**src/rtl/processor_pkg.sv**
```systemverilog
// Shared definitions for the 16-bit processor: default bus widths
// and the program loader state encoding.
package processor_pkg;

    localparam int PROC_DATA_WIDTH = 16;
    localparam int PROC_ADDR_WIDTH = 10;

    typedef enum logic [1:0] {
        LD_LOAD,
        LD_HOLD,
        LD_RUN,
        LD_ERROR
    } loader_state_e;

endpackage

```
**src/rtl/program_loader.sv**
```systemverilog
// Boot sequencer: streams a program into IM from address 0 while the core
// is held in reset, then releases it and asserts cpu_start.
module program_loader
    import processor_pkg::*;
#(
    parameter int DATA_WIDTH   = PROC_DATA_WIDTH,
    parameter int ADDR_WIDTH   = PROC_ADDR_WIDTH,
    parameter int RESET_CYCLES = 2
) (
    input  logic                  clk,
    input  logic                  reset,
    input  logic                  in_valid,
    input  logic [DATA_WIDTH-1:0] in_data,
    input  logic                  in_last,
    output logic                  in_ready,
    input  logic                  reload,
    output logic                  im_en_write,
    output logic [ADDR_WIDTH-1:0] im_address,
    output logic [DATA_WIDTH-1:0] im_data,
    output logic                  cpu_reset,
    output logic                  cpu_start,
    output logic [ADDR_WIDTH:0]   word_count,
    output logic                  error
);

    localparam int HOLD_W = $clog2(RESET_CYCLES + 1);
    localparam logic [HOLD_W-1:0] HOLD_INIT = HOLD_W'(RESET_CYCLES);
    localparam logic [HOLD_W-1:0] HOLD_ONE  = HOLD_W'(1);
    localparam logic [ADDR_WIDTH-1:0] PTR_MAX = '1;

    loader_state_e           state_q, state_d;
    logic [ADDR_WIDTH-1:0]   ptr_q, ptr_d;
    logic [ADDR_WIDTH:0]     count_q, count_d;
    logic [HOLD_W-1:0]       hold_q, hold_d;
    logic                    we_q, we_d;
    logic [ADDR_WIDTH-1:0]   addr_q, addr_d;
    logic [DATA_WIDTH-1:0]   data_q, data_d;
    logic                    transfer;

    assign in_ready = (state_q == LD_LOAD) & ~reload;
    assign transfer = in_valid & in_ready;

    always_comb begin
        state_d = state_q;
        ptr_d   = ptr_q;
        count_d = count_q;
        hold_d  = hold_q;
        we_d    = 1'b0;
        addr_d  = addr_q;
        data_d  = data_q;
        if (reload) begin
            state_d = LD_LOAD;
            ptr_d   = '0;
            count_d = '0;
            hold_d  = '0;
        end else begin
            unique case (state_q)
                LD_LOAD: begin
                    if (transfer) begin
                        we_d    = 1'b1;
                        addr_d  = ptr_q;
                        data_d  = in_data;
                        ptr_d   = ptr_q + ADDR_WIDTH'(1);
                        count_d = count_q + (ADDR_WIDTH + 1)'(1);
                        if (in_last) begin
                            state_d = LD_HOLD;
                            hold_d  = HOLD_INIT;
                        end else if (ptr_q == PTR_MAX) begin
                            state_d = LD_ERROR;
                        end
                    end
                end
                // Leave on the cycle the counter would reach zero.
                LD_HOLD: begin
                    if (hold_q <= HOLD_ONE) begin
                        state_d = LD_RUN;
                        hold_d  = '0;
                    end else begin
                        hold_d = hold_q - HOLD_ONE;
                    end
                end
                LD_RUN:   ;
                LD_ERROR: ;
            endcase
        end
    end

    always_ff @(posedge clk) begin
        if (reset) begin
            state_q <= LD_LOAD;
            ptr_q   <= '0;
            count_q <= '0;
            hold_q  <= '0;
            we_q    <= 1'b0;
            addr_q  <= '0;
            data_q  <= '0;
        end else begin
            state_q <= state_d;
            ptr_q   <= ptr_d;
            count_q <= count_d;
            hold_q  <= hold_d;
            we_q    <= we_d;
            addr_q  <= addr_d;
            data_q  <= data_d;
        end
    end

    assign im_en_write = we_q;
    assign im_address  = addr_q;
    assign im_data     = data_q;
    assign word_count  = count_q;
    assign cpu_reset   = (state_q != LD_RUN);
    assign cpu_start   = (state_q == LD_RUN);
    assign error       = (state_q == LD_ERROR);

endmodule

```
**config.mk**
```make
export PLATFORM = sky130hd
export DESIGN_NAME = program_loader
export DESIGN_NICKNAME = d
export VERILOG_FILES = /design/src/rtl/processor_pkg.sv /design/src/rtl/program_loader.sv
export SDC_FILE = /design/constraint.sdc
export NUM_CORES = 1
export LEC_CHECK = 0
export CAP_MARGIN = 15
export CORE_MARGIN = 2
export CORE_UTILIZATION = 47
export CTS_BUF_LIST = sky130_fd_sc_hd__clkbuf_8
export DETAILED_ROUTE_END_ITERATION = 8
export DONT_BUFFER_PORTS = 1
export SETUP_SLACK_MARGIN = 0.02
export SLEW_MARGIN = 40
export SYNTH_ARGS = -nofsm -noshare
export SYNTH_HDL_FRONTEND = slang
export SYNTH_SLANG_ARGS = --single-unit
export TNS_END_PERCENT = 20
```
**constraint.sdc**
```tcl
create_clock -name clk -period 1.7 [get_ports clk]
set_input_delay 0.17 -clock clk [delete_from_list [all_inputs] [get_ports clk]]
set_output_delay 0.17 -clock clk [all_outputs]
set_load 0.005 [all_outputs]
```
; Yosys cells after proc, flatten, opt, wreduce, memory -nomap -nowiden
; Index checks and enable logic that the tools add are counted.
[classes]
bitwise = 4
muxes = 10
addsub = 3
reduce_logical = 8
order_cmp = 1
eq_ne = 9
[op_table]
columns = cell, n
row1 = 2-to-1 mux 2 bit, 7
row2 = "adder 11 x 1 -> 11 bit, second input constant", 1
row3 = "adder 10 x 1 -> 10 bit, second input constant", 1
row4 = "equality test 10 bit, second input constant", 1
row5 = "inequality test 2 bit, second input constant", 4
row6 = case mux 2 bit (2 select lines), 2
row7 = AND reduction 3 bit, 2
row8 = "equality test 2 bit, second input constant", 2
row9 = AND reduction 4 bit, 1
row10 = "inequality test 3 x 2 -> 1 bit, second input constant", 1
row11 = OR reduction 3 bit, 1
row12 = AND 1 bit, 2
row13 = "equality test 2 x 1 -> 1 bit, second input constant", 1
row14 = "less-or-equal comparator 2 x 1 -> 1 bit, second input constant", 1
row15 = zero test 2 bit, 1
row16 = NOT 1 bit, 2
row17 = AND reduction 2 bit, 1
row18 = nonzero test 2 bit, 1
row19 = OR reduction 2 bit, 1
row20 = "subtractor 2 x 1 -> 2 bit, second input constant", 1
row21 = 2-to-1 mux 1 bit, 1
[totals]
register_bits = 52
in_bits = 21
output_inout_bits = 42

; Depth between registers and ports, before layout
[depth]
ltp_word = 5
mapped_depth = 6
depth_no_buf = 4

; Least setup slack after synthesis
; No wires, ideal clock.
[synth_path]
kind = reg-to-reg
startpoint = register state_q[1]
endpoint = register count_q[6], in the netlist word_count[6]
period_less_slack_ns = 1.727
stages_incl_launch_ff = 6
required_ns = 1.630
arrival_ns = 1.657
slack_ns = -0.027
cell_sequence = dfxtp_1 -> or4b_1 -> buf_2 -> buf_6 -> or4_1 -> a21oi_1
[synth_via]
elab_chain_cells = 4
[synth_rtl]
columns = element, line_no
row1 = start: declaration, program_loader.sv:31  ; loader_state_e state_q, state_d;
row2 = start signal: assignment, program_loader.sv:98  ; state_q <= state_d;
row3 = zero test 2 bit (*), "program_loader.sv:40, program_loader.sv:57"
row4 = AND 1 bit, program_loader.sv:40  ; assign in_ready = (state_q == LD_LOAD) & ~reload;
row5 = AND 1 bit, program_loader.sv:41  ; assign transfer = in_valid & in_ready;
row6 = AND reduction 2 bit (no source line) (*), --
row7 = end signal: assignment, program_loader.sv:100  ; count_q <= count_d;
row8 = end: declaration, program_loader.sv:33  ; logic [ADDR_WIDTH:0] count_q, count_d;
; Every way passes the cells marked *; elsewhere a longest branch is shown, timed or not.
; A chain may end at the register's enable or synchronous reset.

; Worst setup path in the final report
[layout_path]
startpoint = register state_q[0]
endpoint = register count_q[4], in the netlist word_count[4]
; The elaborated chain is that of the path after synthesis.

==> summary.md <==
| Metric | Value |
|---|---|
| Outcome | finished, violations left |
| Failing checks | setup timing |
| Die Span Y | between 70 and 80 um |
| Post-Route WL | between 4000 and 5000 um |
| Asr flop ratio synth | 0 |
| HP Class | in2reg |
| TritonRoute pass-1 iters | 4 |
| Remaining DRCs | 0 |
| Layout cells sized above 1 | 0.118 |
| Sequential share of the synthesized area | 0.485 |
| DIE WIDTH | slightly above 70 um |
| Final worst slack | -0.0146 ns |
| Main flop type after synthesis | dfxtp_1 |
| Max H-tree Level | 2 |
| TritonCTS clock tree | yes |
| Synth area leader | dfxtp_1 |
| Post-layout net count | just over 300 |
| Maximum clock insertion buffer count | 2 |
| Top cells by count, synth | nand2_1 (68), dfxtp_1 (52), a21oi_1 (43), clkbuf_1 (15), or3_1 (9) |
| Worst path depth | 4 |
| Slowest stage cell on the critical path | or4b_4 |
| Worst-Margin Slew | roughly 0.52 ns |
| Top-count cell post-synth | nand2_1 |
| Worst path bufs/invs | 1 |
| Crit share post-route | 1.01 |
| Port Buf Inserts | 0 |
| Unrepaired setup endpoints after global routing | true |
| Worst skew pair latency | 0.30 ns |
| Clock Pin Slew Worst Setup and Hold Paths | 0.09 ns |
| Root buf cell | clkbuf_8 |
| CTS sink cnt | 52 |
| Synth area leaders | dfxtp_1 (49%), nand2_1 (12%), a21oi_1 (10%) |
| R2r startpoint | state_q[0] |
| Via count | between 1500 and 2000 |
| Initial antenna violation count | 0 |
| Critical path startpoint | state_q[0] |
| Tot GR Track Use | 0.202 |
| Worst Path Arrival | approximately 2 ns |
| Largest net degree at the start of global routing | 32 |
| Row cnt | 24 |
| #FFs+latches synth | 52 |
| ANT cells | 0 |
| Number of synthesized flops with an enable pin | 0 |
| Synthesized netlist cell count | approximately 270 |
| Fmax | 583 MHz |
| Final-report hold violation count | 0 |
| Hold Startpoint | reset |
| Syn Nets | 288 |
| Yosys warns | 0 |
| Crit. End Element | flip-flop |
| First-pass GRT wire length | between 8000 and 9000 um |
| Syn Area/Cell | about 8 um2 |
| Power Total | 2.12 mW |
| Fin crit period | around 1.7 ns |
| GRT overflow | 0 |
| CP Launch Type | flip-flop |
| Setup violators final | 3 |
| Hold depth | 2 |
| Die footprint | 5120 um2 |
| Total I/O pin count | 63 |
| Vias/cell | between 5 and 6 |
| Initial Utilization | 0.489 |
| Final Max Slew Viols | 0 |
| CP Class | reg2reg |
| Final Util | 0.586 |
| Area delta synth->final | 19.8% |
| GPL Wtd Cong | 0.718 |
| DRT iter0 DRCs | 126 |
| Mapped Area | between 2000 and 2500 um2 |
| Vias in the first global route | ~1800 |
| R2R cell count | 4 |
| Top cell type's share of synthesized area | 0.485 |
| Post-synthesis cell type count | 33 |
| Dpl hpwl | around 3000 um |
| Core Region | 4380 um2 |
| CP Max Fanout | 6 |
| P_leak | just over 0.8 nW |
| CTS Buf Count | 5 |
| Antenna-violating nets left | 0 |
| CP required | around 1.9 ns |
| Crit path largest cell delay | around 0.55 ns |
| Top Family by Delay on Critical Path | simple AND/OR/NAND/NOR gates |
| Rel. slew slack | 0.651 |
| P per Cell Area | roughly 820 nW/um2 |
| WL/cell | about 14 um |
| Crit path cell chain | or4b_4 > buf_6 > or4_1 > a21oi_1 |
| Skew final | 0.00672 ns |
| Peak VDD IR | about 470 uV |
| Max cap viols | 0 |
## worst reg2reg max path: stages (launching register included)
cell and delay, ns:
dfxtp_2 0.33, or4b_4 0.55, buf_6 0.16, or4_1 0.47
a21oi_1 0.13
## timing repair
action                                  in CTS  in global routing
pin swaps                                   16                  1
setup buffers                                3                  0
endpoints found under the setup margin      16                 15
hold buffers                                17                  0
gates cloned                                 2                  0
hold endpoints to repair                    27                  0
resized for setup                            8                  8
## final timing paths
check,slack [ns],endpoint
hold / removal,0.03,word_count[10]
setup reg to reg,-0.01,word_count[4]
hold reg to reg,0.48,im_address[6]
setup / recovery,-0.01,word_count[4]
## registers in the layout, summed over array words and instances, names as in the netlist
| register | flops |
|---|---|
| word_count | 11 |
| ptr_q | 10 |
| state_q | 2 |
| im_address | 10 |
| hold_q | 2 |
| im_en_write | 1 |
| im_data | 16 |
## cell usage in the layout (no fill, tap or decap), drive strengths merged, types with 4 or more instances in the layout
cell         synthesis  layout
o31ai                7       7
a21oi               43      43
dfxtp               52      52
dlygate4sd3          0      16
nand2               68      68
nor2                 5       5
o21ai                4       4
mux2i                4       4
nand3                6       6
inv                  7       7
nand4                5       5
buf                  3      17
or4                  7       7
or3                  9       9
nor4                 4       4
clkbuf              15       5
## layout make-up
class | count | area, um2
Clock buffer | 5 | 68.8
Clock inverter | 2 | 12.5
Fill cell | 424 | 1810
Inverter | 7 | 26.3
Multi-Input combinational cell | 188 | 1040
Sequential cell | 52 | 1040
Tap cell | 52 | 65.1
Timing Repair Buffer | 33 | 314
## routing by layer
layer | share of wire | GRT usage | wire length, um | vias up
met1 | 0.45 | 0.260 | 2200 | 924
met2 | 0.47 | 0.325 | 2280 | 60
met3 | 0.070 | 0.0605 | 344 | 7
li1 | - | - | - | 964
met4 | 0.012 | 0.0692 | 60 | 0
met5 | 0 | 0 | 0 | -
## through the flow
stage | hold WS [ns] | TNS [ns] | worst slack (ns) | instance area, um2 | instances
2_1_floorplan | 0.306 | -0.0262 | -0.0102 | 2140 | 265
3_3_place_gp | 0.244 | -1.95 | -0.174 | 2230 | 310
3_5_place_dp | 0.246 | -2.16 | -0.183 | 2230 | 310
4_1_cts | 0.0158 | -0.0209 | -0.00993 | 2550 | 339
5_1_grt | 0.0311 | -0.424 | -0.0695 | 2570 | 339
6_report | 0.0326 | -0.0378 | -0.0146 | 2570 | 339
## logic make-up after synthesis
kind of cell / count (synthesis) / synth area share
AND/OR/NAND/NOR: 119 / 0.267
adder cells (fa/ha/maj): 2 / 0.0117
AO/OA/AOI/OAI: 61 / 0.160
buffers and inverters: 25 / 0.0484
flip-flops: 52 / 0.485
XOR/XNOR: 2 / 0.00817
multiplexers: 4 / 0.0187
## where the power goes
group | total [mW] | switching, mW | leakage [nW] | internal, mW
Sequential | 1.26 | 0.0182 | 0.421 | 1.24
Clock | 0.679 | 0.399 | 0.0400 | 0.280
Combinational | 0.178 | 0.0910 | 0.367 | 0.0867
Total | 2.12 | 0.508 | 0.829 | 1.61
Note: power is estimated with default switching activity, not from simulation.
